===== src/rtl/rvfpm_xif_rob_if.sv =====
// Purpose: bundles the issue, completion, result and flush signals of the rvfpm XIF reorder buffer.
// Latency: none (wires only).
// Backpressure: issue uses valid/ready, completion has none, result uses valid/ready.
interface rvfpm_xif_rob_if #(
  parameter int X_ID_WIDTH = 4,
  parameter int XLEN       = 32,
  parameter int DEPTH      = 4
);
  localparam int CW = $clog2(DEPTH + 1);

  logic                  issue_valid;
  logic                  issue_ready;
  logic [X_ID_WIDTH-1:0] issue_id;
  logic [4:0]            issue_rd;

  logic                  done_valid;
  logic [X_ID_WIDTH-1:0] done_id;
  logic [XLEN-1:0]       done_data;
  logic [4:0]            done_fflags;

  logic                  result_valid;
  logic                  result_ready;
  logic [X_ID_WIDTH-1:0] result_id;
  logic [4:0]            result_rd;
  logic [XLEN-1:0]       result_data;
  logic [4:0]            result_fflags;

  logic                  flush;
  logic [CW-1:0]         count;
  logic                  err_unknown_id;

  // Core / pipeline side: offers instructions and completions, consumes results.
  modport master (
    output issue_valid, issue_id, issue_rd,
    output done_valid, done_id, done_data, done_fflags,
    output result_ready, flush,
    input  issue_ready, result_valid, result_id, result_rd, result_data, result_fflags,
    input  count, err_unknown_id
  );

  // Reorder buffer side.
  modport slave (
    input  issue_valid, issue_id, issue_rd,
    input  done_valid, done_id, done_data, done_fflags,
    input  result_ready, flush,
    output issue_ready, result_valid, result_id, result_rd, result_data, result_fflags,
    output count, err_unknown_id
  );
endinterface


===== src/rtl/rvfpm_xif_rob.sv =====
// Purpose: reorder buffer that retires out-of-order rvfpm completions to the XIF core in issue order.
// Latency: completion of the head entry shows as result_valid one cycle later; issue-to-result minimum two cycles.
// Backpressure: issue_ready drops when all DEPTH entries are occupied; results hold stable while result_ready is low.
module rvfpm_xif_rob #(
  parameter int X_ID_WIDTH = 4,
  parameter int XLEN       = 32,
  parameter int DEPTH      = 4
) (
  input logic           ck,
  input logic           rst,
  rvfpm_xif_rob_if.slave xif
);
  localparam int PW = $clog2(DEPTH);
  localparam int CW = $clog2(DEPTH + 1);

  logic                  ent_valid  [DEPTH];
  logic                  ent_done   [DEPTH];
  logic [X_ID_WIDTH-1:0] ent_id     [DEPTH];
  logic [4:0]            ent_rd     [DEPTH];
  logic [XLEN-1:0]       ent_data   [DEPTH];
  logic [4:0]            ent_fflags [DEPTH];

  logic [PW-1:0] head;
  logic [PW-1:0] tail;
  logic [CW-1:0] count;
  logic          err_q;

  logic          issue_fire;
  logic          retire_fire;
  logic          match_hit;
  logic [PW-1:0] match_idx;
  logic [PW-1:0] scan_idx;

  // Full-ness is judged from the registered count only, so a same-cycle retire never frees a slot.
  assign xif.issue_ready = !rst && (count < CW'(DEPTH));
  assign issue_fire      = xif.issue_valid && xif.issue_ready;

  // Head entry registers feed the result port directly; no input reaches these outputs.
  assign xif.result_valid  = ent_valid[head] && ent_done[head];
  assign xif.result_id     = ent_id[head];
  assign xif.result_rd     = ent_rd[head];
  assign xif.result_data   = ent_data[head];
  assign xif.result_fflags = ent_fflags[head];
  assign retire_fire       = xif.result_valid && xif.result_ready;

  assign xif.count          = count;
  assign xif.err_unknown_id = err_q;

  // Find the oldest pending entry (scanning from head) whose id matches the completion.
  always_comb begin
    match_hit = 1'b0;
    match_idx = head;
    scan_idx  = head;
    for (int k = 0; k < DEPTH; k++) begin
      scan_idx = head + PW'(k);
      if (!match_hit && xif.done_valid && ent_valid[scan_idx] && !ent_done[scan_idx] &&
          ent_id[scan_idx] == xif.done_id) begin
        match_hit = 1'b1;
        match_idx = scan_idx;
      end
    end
  end

  // Entry storage, pointers, occupancy and the unknown-id pulse; rst beats flush beats normal updates.
  always_ff @(posedge ck) begin
    if (rst) begin
      for (int i = 0; i < DEPTH; i++) begin
        ent_valid[i]  <= 1'b0;
        ent_done[i]   <= 1'b0;
        ent_id[i]     <= '0;
        ent_rd[i]     <= '0;
        ent_data[i]   <= '0;
        ent_fflags[i] <= '0;
      end
      head  <= '0;
      tail  <= '0;
      count <= '0;
      err_q <= 1'b0;
    end else if (xif.flush) begin
      for (int i = 0; i < DEPTH; i++) begin
        ent_valid[i] <= 1'b0;
        ent_done[i]  <= 1'b0;
      end
      head  <= '0;
      tail  <= '0;
      count <= '0;
      err_q <= 1'b0;
    end else begin
      // An entry issued this cycle is not yet valid, so its completion is reported as unknown.
      err_q <= xif.done_valid && !match_hit;

      // Issue, completion and retire never target the same slot in one cycle:
      // issue needs a free slot, completion a pending one, retire a done one.
      if (issue_fire) begin
        ent_valid[tail] <= 1'b1;
        ent_done[tail]  <= 1'b0;
        ent_id[tail]    <= xif.issue_id;
        ent_rd[tail]    <= xif.issue_rd;
        tail            <= tail + 1'b1;
      end
      if (match_hit) begin
        ent_done[match_idx]   <= 1'b1;
        ent_data[match_idx]   <= xif.done_data;
        ent_fflags[match_idx] <= xif.done_fflags;
      end
      if (retire_fire) begin
        ent_valid[head] <= 1'b0;
        ent_done[head]  <= 1'b0;
        head            <= head + 1'b1;
      end
      count <= count + CW'(issue_fire) - CW'(retire_fire);
    end
  end
endmodule


===== src/flat_wrapper.sv =====
// flat-port wrapper written by rule: the top's interface ports become plain ports
module rvfpm_xif_rob_flat 
#(
  parameter int X_ID_WIDTH = 4,
  parameter int XLEN       = 32,
  parameter int DEPTH      = 4
)
  (ck, rst, xif_issue_valid, xif_issue_id, xif_issue_rd, xif_done_valid, xif_done_id, xif_done_data, xif_done_fflags, xif_result_ready, xif_flush, xif_issue_ready, xif_result_valid, xif_result_id, xif_result_rd, xif_result_data, xif_result_fflags, xif_count, xif_err_unknown_id);
  rvfpm_xif_rob_if #(.X_ID_WIDTH(X_ID_WIDTH), .XLEN(XLEN), .DEPTH(DEPTH)) xif_i ();
  input logic ck;
  input logic rst;
  input wire logic [$bits(xif_i.issue_valid)-1:0] xif_issue_valid;
  input wire logic [$bits(xif_i.issue_id)-1:0] xif_issue_id;
  input wire logic [$bits(xif_i.issue_rd)-1:0] xif_issue_rd;
  input wire logic [$bits(xif_i.done_valid)-1:0] xif_done_valid;
  input wire logic [$bits(xif_i.done_id)-1:0] xif_done_id;
  input wire logic [$bits(xif_i.done_data)-1:0] xif_done_data;
  input wire logic [$bits(xif_i.done_fflags)-1:0] xif_done_fflags;
  input wire logic [$bits(xif_i.result_ready)-1:0] xif_result_ready;
  input wire logic [$bits(xif_i.flush)-1:0] xif_flush;
  output wire logic [$bits(xif_i.issue_ready)-1:0] xif_issue_ready;
  output wire logic [$bits(xif_i.result_valid)-1:0] xif_result_valid;
  output wire logic [$bits(xif_i.result_id)-1:0] xif_result_id;
  output wire logic [$bits(xif_i.result_rd)-1:0] xif_result_rd;
  output wire logic [$bits(xif_i.result_data)-1:0] xif_result_data;
  output wire logic [$bits(xif_i.result_fflags)-1:0] xif_result_fflags;
  output wire logic [$bits(xif_i.count)-1:0] xif_count;
  output wire logic [$bits(xif_i.err_unknown_id)-1:0] xif_err_unknown_id;
  assign xif_i.issue_valid = xif_issue_valid;
  assign xif_i.issue_id = xif_issue_id;
  assign xif_i.issue_rd = xif_issue_rd;
  assign xif_i.done_valid = xif_done_valid;
  assign xif_i.done_id = xif_done_id;
  assign xif_i.done_data = xif_done_data;
  assign xif_i.done_fflags = xif_done_fflags;
  assign xif_i.result_ready = xif_result_ready;
  assign xif_i.flush = xif_flush;
  assign xif_issue_ready = xif_i.issue_ready;
  assign xif_result_valid = xif_i.result_valid;
  assign xif_result_id = xif_i.result_id;
  assign xif_result_rd = xif_i.result_rd;
  assign xif_result_data = xif_i.result_data;
  assign xif_result_fflags = xif_i.result_fflags;
  assign xif_count = xif_i.count;
  assign xif_err_unknown_id = xif_i.err_unknown_id;
  rvfpm_xif_rob #(.X_ID_WIDTH(X_ID_WIDTH), .XLEN(XLEN), .DEPTH(DEPTH)) u_core (.ck(ck), .rst(rst), .xif(xif_i));
endmodule

===== config.mk =====
export PLATFORM = sky130hd
export DESIGN_NAME = rvfpm_xif_rob_flat
export DESIGN_NICKNAME = d
export VERILOG_FILES = /design/src/rtl/rvfpm_xif_rob_if.sv /design/src/rtl/rvfpm_xif_rob.sv /design/src/flat_wrapper.sv
export SDC_FILE = /design/constraint.sdc
export NUM_CORES = 1
export LEC_CHECK = 0
export CAP_MARGIN = 20
export CORE_MARGIN = 4
export CORE_UTILIZATION = 41
export DETAILED_ROUTE_END_ITERATION = 12
export PLACE_DENSITY = 0.71
export SLEW_MARGIN = 20
export SYNTH_ARGS = -nofsm -noshare
export SYNTH_HDL_FRONTEND = slang
export SYNTH_SLANG_ARGS = --single-unit

===== constraint.sdc =====
create_clock -name ck -period 4.27 [get_ports ck]
set_input_delay 0.854 -clock ck [delete_from_list [all_inputs] [get_ports ck]]
set_output_delay 0.854 -clock ck [all_outputs]
set_load 0.05 [all_outputs]

==> results of run 1 <==
==> routing by layer <==
layer / share of wire (%) / routed length, um / track usage (%) / vias to the layer above
li1: - / - / - / 2534
met1: 40 / 8350 / 20.4 / 2832
met2: 52 / 10800 / 28.6 / 181
met3: 6.4 / 1340 / 3.01 / 34
met4: 2.3 / 484 / 4.34 / 0
met5: 0 / 0 / 0 / -
==> metrics by stage <==
step	instance area (um^2)	power [mW]	utilization, %	hold slack [ps]
2_1_floorplan	9660	2.45	-	447
3_3_place_gp	11100	2.60	48.3	460
3_5_place_dp	11100	2.61	48.3	505
4_1_cts	11800	4.52	51.5	514
5_1_grt	11800	4.62	51.5	538
6_report	11800	4.48	51.5	516
==> flip-flops by register name, summed over array words and instances (netlist names), 3 cells and up, named ones only <==
signal and count:
u_core.ent_fflags 20, u_core.xif.count 3, u_core.ent_id 16, u_core.ent_data 128, u_core.ent_rd 20, u_core.ent_valid 4, u_core.ent_done 4
==> power groups by stage <==
stage / clock [mW] / sequential, mW / combinational [mW]
after floorplan: 0 / 2.28 / 0.172
after global placement: 0 / 2.28 / 0.322
after detailed placement: 0 / 2.29 / 0.326
after CTS: 1.95 / 2.25 / 0.327
after global routing: 2.03 / 2.25 / 0.341
final: 1.91 / 2.25 / 0.322
==> cell type report <==
cell class / instances / area [um^2] / share of cell area, %
clock buffers: 24 / 558 / 4.73
clock inverters: 15 / 176 / 1.50
inverters: 8 / 30.0 / 0.255
multi-input cells: 366 / 3500 / 29.6
flip-flops and latches: 202 / 5890 / 49.9
well taps: 313 / 392 / 3.32
repair buffers: 126 / 1250 / 10.6
==> worst min-delay path by stage <==
stage,cells past startpoint,slack (ps),endpoint,startpoint
2_1_floorplan,2,450,u_core.ent_valid[3],u_core.ent_valid[3]
3_3_place_gp,2,460,u_core.ent_valid[3],u_core.ent_valid[3]
3_5_place_dp,2,500,u_core.ent_valid[3],u_core.ent_valid[3]
4_1_cts,2,510,u_core.ent_valid[3],u_core.ent_valid[3]
5_1_grt,2,540,u_core.ent_done[3],u_core.ent_done[3]
6_report,2,520,u_core.ent_valid[3],u_core.ent_valid[3]
==> worst register-to-register path: stages, from the launching register on <==
cell     delay (ps)
dfxtp_1         340
inv_1           100
ha_2            500
mux4_2          560
xnor2_1         210
nand2_1          80
or4b_4          510
o31a_1          160
o32ai_4         150
buf_6           300
and2b_4         200
or2_2           360
buf_12          210
==> cell families (layout without fill, tap and decap cells) <==
logic type / Yosys count / in the layout / synth area share (%)
AND/OR/NAND/NOR: 247 / 247 / 15.6
flip-flops: 202 / 202 / 61.0
multiplexers: 64 / 64 / 15.0
buffers and inverters: 55 / 173 / 2.97
AO/OA/AOI/OAI: 24 / 24 / 2.16
XOR/XNOR: 20 / 20 / 1.81
adder cells (fa/ha/maj): 11 / 11 / 1.50
==> placed cells by master, fill, tap and decap left out, types with 3 or more instances in the layout <==
| cell | instances |
|---|---|
| ha_1 | 9 |
| nor2_1 | 11 |
| a2bb2oi_1 | 3 |
| or2_2 | 8 |
| and3_1 | 43 |
| edfxtp_1 | 184 |
| bufinv_16 | 3 |
| a21oi_1 | 7 |
| xnor2_1 | 16 |
| mux4_1 | 4 |
| buf_4 | 15 |
| clkdlybuf4s50_1 | 107 |
| dfxtp_1 | 16 |
| clkinv_2 | 4 |
| buf_12 | 3 |
| a22oi_1 | 5 |
| nand3_1 | 4 |
| nor2b_1 | 5 |
| and2_1 | 152 |
| nand2_1 | 10 |
| xor2_1 | 4 |
| nor3_1 | 4 |
| mux4_2 | 59 |
| clkbuf_16 | 22 |
| inv_1 | 8 |
==> repair_timing <==
item | 4_1_cts | 5_1_grt
setup endpoints to repair | 0 | 63
endpoints found under the hold margin | 0 | 0
gates resized for setup | 0 | 2
==> flow_metrics.env, run 1 <==
export IMPL_status="complete, no violations"
export IMPL_dp_cells=1015
export IMPL_power_switching_mw=0.986
export IMPL_cp_max_fo=38
export IMPL_crit_buf_inv=3
export IMPL_yosysMostFrequentCell="edfxtp_1"
export IMPL_fillerInstances=1871
export IMPL_comb_power_share_pct=7.2
export IMPL_worstMarginPinSlew_ps=950
export IMPL_cellPowerDensity_nw_per_um2=380
export IMPL_path_clk_slew_ps=70
export IMPL_end_kind="flop"
export IMPL_core_area_um2=22900
export IMPL_vias=5581
export IMPL_period_needed_ps=3970
export IMPL_worstSetupPathType="reg2reg"
export IMPL_drtIter0Drc=335
export IMPL_synth_edf_count=184
export IMPL_syn_area_per_cell_um2=15.5
export IMPL_syn2layout_area_growth_pct=22.2
export IMPL_hold_path_class="reg2reg"
export IMPL_h_tree_depth=1
export IMPL_finalNetCount=793
export IMPL_irDropWorstVdd_mv=0.335
export IMPL_fin_crit_sh_pct=93.0
export IMPL_die_h_um=161
export IMPL_synth_area_leaders="edfxtp_1 (57%), mux4_2 (14%), and2_1 (9.8%), dfxtp_1 (3.7%), and3_1 (2.8%)"
export IMPL_p_seq_share_pct=50.1
export IMPL_ios=108
export IMPL_synth_fp_nets=690
export IMPL_antenna_cells=0
export IMPL_async_reset_ff_share_pct=0
export IMPL_rr_startpoint="u_core.head[1]"
export IMPL_cts_tree="built"
export IMPL_maxCapViolCount=0
export IMPL_dpl_worst_slack_ps=60.6
export IMPL_ys_seq_elements=202
export IMPL_drive_gt1_share_pct=18.1
export IMPL_hpwl_mm=13.6
export IMPL_rsz0062_at_grt="false"
export IMPL_clock_power_share_pct=42.7
export IMPL_cp_required_ps=4480
export IMPL_skew_ps=9.79
export IMPL_wl_per_cell_um=19.9
export IMPL_wl_mm=21.0
export IMPL_synthCells=623
export IMPL_cpLargestDelayFamily="simple AND/OR/NAND/NOR gates"
export IMPL_cts_setup_buffers=0
export IMPL_start_kind="flop"
export IMPL_crit_path_top_delay_cell="mux4_2"
export IMPL_rows=55
export IMPL_track_usage_pct=16.2
export IMPL_grt_max_degree=39
export IMPL_finalHoldViolCount=0
export IMPL_yosysWarnings=0
export IMPL_path_cells="inv_1, ha_2, mux4_2, xnor2_1, nand2_1, or4b_4, o31a_1, o32ai_4, buf_6, and2b_4, or2_2, buf_12"
export IMPL_grt_pass1_wl_mm=33.6
export IMPL_viasPerCell=5.30
export IMPL_power_leakage_nw=4.30
export IMPL_r2r_end="u_core.ent_fflags[2][4]"
export IMPL_fin_ws_ps=298
export IMPL_drc=0
export IMPL_syn_area_um2=9660
export IMPL_root_buffer="clkbuf_16"
export IMPL_yosysSeqAreaShare_pct=61.0
export IMPL_clk_latency_ps=500
export IMPL_numCtsBuffers=22
export IMPL_p_int_mw=3.50
export IMPL_clockBufferDepth=3
export IMPL_startpoint="u_core.head[1]"
export IMPL_synth_flop_cell="edfxtp_1"
export IMPL_dieArea_um2=26100
export IMPL_reg2reg_depth=12
export IMPL_yosysUniqueCellTypes=46
export IMPL_synth_common_cells="edfxtp_1 (184), and2_1 (152), mux4_2 (59)"
export IMPL_fp_dieW_um=161
export IMPL_max_clock_freq_ghz=0.252
export IMPL_drt_pass1_iter_count=5
export IMPL_synth_top_area_cell="edfxtp_1"
export IMPL_grt_overflow=0
export IMPL_stdcell_count=1054
export IMPL_yosysTopAreaCellShare_pct=57.2
export IMPL_swShare_pct=22.0
export IMPL_initial_core_util_pct=42.1
export IMPL_globalplace_congestion=0.848
export IMPL_report_final_slew_viol_count=0
export IMPL_fin_setup_tns_ps=0
export IMPL_final_setup_viol_count=0
export IMPL_rrSetupSlack_ps=300
export IMPL_critPathArrivalTime_ps=4190
export IMPL_portBuffers=107
export IMPL_first_global_vias=6044
export IMPL_antenna_found_initial=0
export IMPL_hold_buffers=0
export IMPL_endpoint="u_core.ent_fflags[2][4]"
export IMPL_max_stage_delay_ps=550
export IMPL_relSlewSlack_pct=36.7
export IMPL_cts_sinks=202
export IMPL_worstSetupPathDepth=12
export IMPL_postRouteAntennaNets=0
No activity file was read; power rests on OpenSTA's default activity.
==> run 2, diff against run 1 <==
==> constraint.sdc (replaced) <==
create_clock -name ck -period 3.5 [get_ports ck]
set_input_delay 0.7 -clock ck [delete_from_list [all_inputs] [get_ports ck]]
set_output_delay 0.7 -clock ck [all_outputs]
set_load 0.05 [all_outputs]
==> run 2 against run 1 <==
Design area rose by 2.3%. Global-route usage rose by 0.83 points. Worst hold slack got worse by 30 ps. Count of clock-buffer cells in the layout rose by 3.
==> flow_metrics.env, run 2 (synthesis gave the netlist of run 1 again) <==
export IMPL_drt_pass1_iter_count=5
export IMPL_post_dp_cell_area_um2=11200
export IMPL_skew_ps=11.2
export IMPL_worstSetupPathType="reg2out"
export IMPL_vias=5778
export IMPL_wl_mm=22.7
export IMPL_layout_common_cells="edfxtp_1 (184), and2_1 (151), clkdlybuf4s50_1 (94)"
export IMPL_path_clk_slew_ps=60
export IMPL_core_area_um2=22900
export IMPL_fin_crit_sh_pct=96.4
export IMPL_critPathArrivalTime_ps=2670
export IMPL_maxCapViolCount=0
export IMPL_syn2layout_area_growth_pct=25.0
export IMPL_clk_latency_ps=500
export IMPL_crit_buf_inv=2
export IMPL_wl_per_cell_um=21.1
export IMPL_root_buffer="clkbuf_16"
export IMPL_finalHoldViolCount=0
export IMPL_cpLargestDelayFamily="buffers and inverters"
export IMPL_largest_register_ffs=128
export IMPL_status="complete, no violations"
export IMPL_fp_dieW_um=161
export IMPL_cp_max_fo=38
export IMPL_antenna_found_initial=2
export IMPL_dieArea_um2=26100
export IMPL_ios=108
export IMPL_hold_buffers=0
export IMPL_fillerInstances=1887
export IMPL_whs_ps=486
export IMPL_grt_overflow=0
export IMPL_layout_commonest_cell="edfxtp_1"
export IMPL_antenna_cells=0
export IMPL_drc=0
export IMPL_h_tree_depth=1
export IMPL_max_stage_delay_ps=730
export IMPL_crit_path_top_delay_cell="clkdlybuf4s50_1"
export IMPL_grt_pass1_wl_mm=34.7
export IMPL_start_kind="flop"
export IMPL_viasPerCell=5.37
export IMPL_cellPowerDensity_nw_per_um2=445
export IMPL_worstMarginPinSlew_ps=528
export IMPL_grt_max_degree=39
export IMPL_numCtsBuffers=21
export IMPL_first_global_vias=6188
export IMPL_final_cell_area_um2=12100
export IMPL_drtIter0Drc=401
export IMPL_rows=55
export IMPL_final_setup_viol_count=0
export IMPL_cts_sinks=202
export IMPL_cts_tree="built"
export IMPL_drive_gt1_share_pct=20.9
export IMPL_clockBufferDepth=3
export IMPL_max_clock_freq_ghz=0.296
export IMPL_finalNetCount=815
export IMPL_hold_path_class="reg2reg"
export IMPL_power_leakage_nw=4.56
export IMPL_total_power_mw=5.37
export IMPL_initial_core_util_pct=42.1
export IMPL_relSlewSlack_pct=64.7
export IMPL_report_final_slew_viol_count=0
export IMPL_cp_required_ps=2800
export IMPL_period_needed_ps=3370
export IMPL_fin_setup_tns_ps=0
export IMPL_track_usage_pct=17.0
export IMPL_path_cells="buf_12, mux4_2, clkdlybuf4s50_1"
export IMPL_top_register="u_core.ent_data"
export IMPL_globalplace_congestion=0.834
export IMPL_end_kind="primary output"
export IMPL_largestRegisters="u_core.ent_data: 128 flops, u_core.ent_fflags: 20 flops, u_core.ent_rd: 20 flops"
export IMPL_die_h_um=161
export IMPL_postRouteAntennaNets=0
export IMPL_hpwl_mm=13.8
export IMPL_irDropWorstVdd_mv=0.338
export IMPL_portBuffers=107
-- run 2: changes by cell type in the layout (fill, tap and decap cells not counted), moves of 3 or more --
cell / delta
clkbuf_1: +4
buf_4: +15
clkdlybuf4s50_1: -13
or2_2: -4
dlymetal6s2s_1: +12
or2_4: +6
buf_12: +3
-- run 2: repair_timing --
action                                  in CTS  in global routing
endpoints found under the setup margin     106                227
pin swaps                                    0                  1
buffers inserted                             0                  9
resized for setup                            3                 16
cloned                                       2                  1
-- run 2: tightest hold or removal path: stages, from the launching register on --
cell     delay (ps)
dfxtp_1         320
nand2_1          60
a22oi_1          50
-- run 2: stage by stage --
stage / util [%] / setup slack [ps] / instances
global placement: 48.9 / -14.2 / 1026
floorplan: - / -110 / 623
finish: 52.7 / 125 / 1075
CTS: 51.9 / 23.3 / 1065
global route: 52.7 / -13.1 / 1075
detailed placement: 48.9 / -84.3 / 1026
-- run 2: report_power, final --
part / leakage [nW] / internal, mW / switching (mW) / total (mW)
combinational: 2.20 / 0.182 / 0.237 / 0.419
sequential: 2.03 / 2.71 / 0.0287 / 2.74
clock: 0.327 / 1.33 / 0.887 / 2.21
-- run 2: metal layers --
layer  GRT usage [%]  wire (um)  vias up
met1            22.0       9280     2974
li1                -          -     2581
met4            3.06        384        4
met3            3.88       1450       33
met5               0         34        -
met2            29.8      11500      186
-- run 2: final cells by class --
cell class / instances / area, um^2 / share of cell area (%)
clock buffer: 27 / 548 / 4.54
clock inverter: 10 / 124 / 1.03
inverter: 8 / 35.0 / 0.290
multi-input combinational: 368 / 3580 / 29.6
sequential: 202 / 5890 / 48.8
tap: 313 / 392 / 3.25
timing repair buffer: 147 / 1500 / 12.4
-- run 2: worst paths after layout --
path | cells after the start | to | from | slack [ps]
max | 3 | xif_result_data[14] | flop | 130
min | 2 | u_core.ent_valid[3] | u_core.ent_valid[3] | 490
max reg2reg | 11 | u_core.ent_data[1][8] | u_core.head[1] | 130
min reg2reg | 2 | u_core.ent_valid[3] | u_core.ent_valid[3] | 490
==> run 3, diff against run 2 <==
--- a/config.mk
+++ b/config.mk
@@ -7,9 +7,9 @@
 export LEC_CHECK = 0
 export CAP_MARGIN = 20
 export CORE_MARGIN = 4
-export CORE_UTILIZATION = 41
+export CORE_UTILIZATION = 35
 export DETAILED_ROUTE_END_ITERATION = 12
-export PLACE_DENSITY = 0.71
+export PLACE_DENSITY = 0.63
 export SLEW_MARGIN = 20
 export SYNTH_ARGS = -nofsm -noshare
 export SYNTH_HDL_FRONTEND = slang
==> run 3 against run 2 <==
Sequential power about the same. First-iteration DRC count decreased by 0.50%. Die area increased by 16%. Global-route usage decreased by 2.4 points. Clock skew decreased by 5.1 ps. Non-clock buffer count increased by 2. Via count decreased by 4.4%. Count of clock-buffer cells in the layout decreased by 4. Combinational power about the same.
==> flow_metrics.env, run 3 (synthesis gave the netlist of run 1 again) <==
export IMPL_grt_overflow=0
export IMPL_drt_pass1_iter_count=5
export IMPL_fin_crit_sh_pct=96.9
export IMPL_largestRegisters="u_core.ent_data: 128 flops, u_core.ent_fflags: 20 flops, u_core.ent_rd: 20 flops"
export IMPL_relSlewSlack_pct=59.9
export IMPL_postRouteAntennaNets=0
export IMPL_cts_sinks=202
export IMPL_worstSetupPathType="reg2reg"
export IMPL_dieArea_um2=30300
export IMPL_status="complete, no violations"
export IMPL_wl_mm=22.6
export IMPL_dpl_worst_slack_ps=-90.4
export IMPL_fin_setup_tns_ps=0
export IMPL_rows=60
export IMPL_post_dp_cell_area_um2=11300
export IMPL_final_cell_area_um2=12100
export IMPL_vias=5526
export IMPL_wl_per_cell_um=20.5
export IMPL_dp_cells=1064
export IMPL_finalHoldViolCount=0
export IMPL_grt_max_degree=39
export IMPL_whs_ps=503
export IMPL_period_needed_ps=3390
export IMPL_first_global_vias=5893
export IMPL_viasPerCell=5.00
export IMPL_grt_pass1_wl_mm=34.8
export IMPL_globalplace_congestion=0.765
export IMPL_cp_required_ps=3750
export IMPL_cts_tree="built"
export IMPL_final_setup_viol_count=0
export IMPL_fin_ws_ps=107
export IMPL_start_kind="flop"
export IMPL_largest_register_ffs=128
export IMPL_cts_setup_buffers=0
export IMPL_irDropWorstVdd_mv=0.267
export IMPL_ios=108
export IMPL_power_leakage_nw=4.48
export IMPL_die_h_um=174
export IMPL_track_usage_pct=14.6
export IMPL_rsz0062_at_grt="true"
export IMPL_hpwl_mm=14.6
export IMPL_clockBufferDepth=3
export IMPL_hold_buffers=0
export IMPL_layout_commonest_cell="edfxtp_1"
export IMPL_portBuffers=107
export IMPL_numCtsBuffers=21
export IMPL_cp_max_fo=11
export IMPL_maxCapViolCount=0
export IMPL_critPathArrivalTime_ps=3650
export IMPL_core_area_um2=27000
export IMPL_path_clk_slew_ps=60
export IMPL_drtIter0Drc=399
export IMPL_stdcell_count=1106
export IMPL_h_tree_depth=1
export IMPL_initial_core_util_pct=35.7
export IMPL_max_clock_freq_ghz=0.295
export IMPL_fillerInstances=2443
export IMPL_syn2layout_area_growth_pct=24.9
export IMPL_drc=0
export IMPL_worstMarginPinSlew_ps=600
export IMPL_root_buffer="clkbuf_16"
export IMPL_hold_path_class="reg2reg"
export IMPL_clk_latency_ps=500
export IMPL_ff_latch_area_um2=5900
export IMPL_cellPowerDensity_nw_per_um2=440
export IMPL_report_final_slew_viol_count=0
export IMPL_drive_gt1_share_pct=23.9
export IMPL_multi_input_area_um2=3580
export IMPL_end_kind="flop"
export IMPL_fp_dieW_um=174
export IMPL_antenna_found_initial=1
export IMPL_top_register="u_core.ent_data"
export IMPL_finalNetCount=817
export IMPL_antenna_cells=0
export IMPL_skew_ps=6.08
export IMPL_layout_common_cells="edfxtp_1 (184), and2_1 (151), clkdlybuf4s50_1 (87)"
[run 3: cell count changes in the layout (fill, tap and decap cells not counted), sizes merged]
cell           before  now
buf                40   60
dlymetal6s2s       12    0
clkdlybuf4s50      94   87
clkinv              6   11
clkbuf             28   25
bufinv              3    2
clkinvlp            0    1
[run 3: metrics by stage]
stage                     power, mW  util (%)
after floorplan                2.99         -
after global placement         3.20      41.8
after detailed placement       3.21      41.8
after CTS                      5.36      44.3
after global routing           5.50      44.6
final                          5.30      44.6
[run 3: where the power goes]
| group | leakage, nW | internal [mW] | switching (mW) | total, mW |
|---|---|---|---|---|
| Clock | 0.323 | 1.25 | 0.899 | 2.14 |
| Combinational | 2.12 | 0.182 | 0.238 | 0.421 |
| Sequential | 2.03 | 2.71 | 0.0291 | 2.74 |
| Total | 4.48 | 4.14 | 1.17 | 5.30 |
[run 3: worst max-delay path, stage by stage, from the launching register on]
cell and delay, ps:
dfxtp_4 360, inv_6 30, ha_4 310, mux4_2 540, xnor2_2 180, nand2_1 70, or4b_4 500, buf_6 150
a21boi_4 160, o22ai_1 140, nor3b_4 180, or2_4 310, clkbuf_16 200
[run 3: area by class of cell]
cell class | count | area share (%)
Inverter | 8 | 0.290
Clock inverter | 15 | 1.03
Tap cell | 341 | 3.54
Clock buffer | 23 | 4.42
Timing Repair Buffer | 149 | 12.2
Sequential cell | 202 | 48.9
Multi-Input combinational cell | 368 | 29.7
[run 3: worst paths after layout]
check                           cells after the start                     end  slack, ps           startpoint
worst max-delay path                               12  u_core.ent_data[3][14]        110       u_core.head[0]
worst min-delay path                                2     u_core.ent_valid[3]        500  u_core.ent_valid[3]
worst min register to register                      2     u_core.ent_valid[3]        500  u_core.ent_valid[3]
worst max register to register                     12  u_core.ent_data[3][14]        110       u_core.head[0]
[run 3: repair_timing]
item / 4_1_cts / 5_1_grt
pin swaps: 0 / 1
gates cloned: 1 / 3
setup endpoints to repair: 37 / 188
gates resized for setup: 1 / 9
[run 3: routing by layer]
| metal | wire length, um | global-route usage (%) | share of wire [%] | vias to the layer above |
|---|---|---|---|---|
| li1 | - | - | - | 2594 |
| met3 | 1210 | 2.70 | 5.3 | 25 |
| met5 | 13 | 0 | 0.057 | - |
| met4 | 348 | 3.60 | 1.5 | 2 |
| met2 | 11400 | 25.3 | 50 | 122 |
| met1 | 9660 | 19.0 | 43 | 2783 |
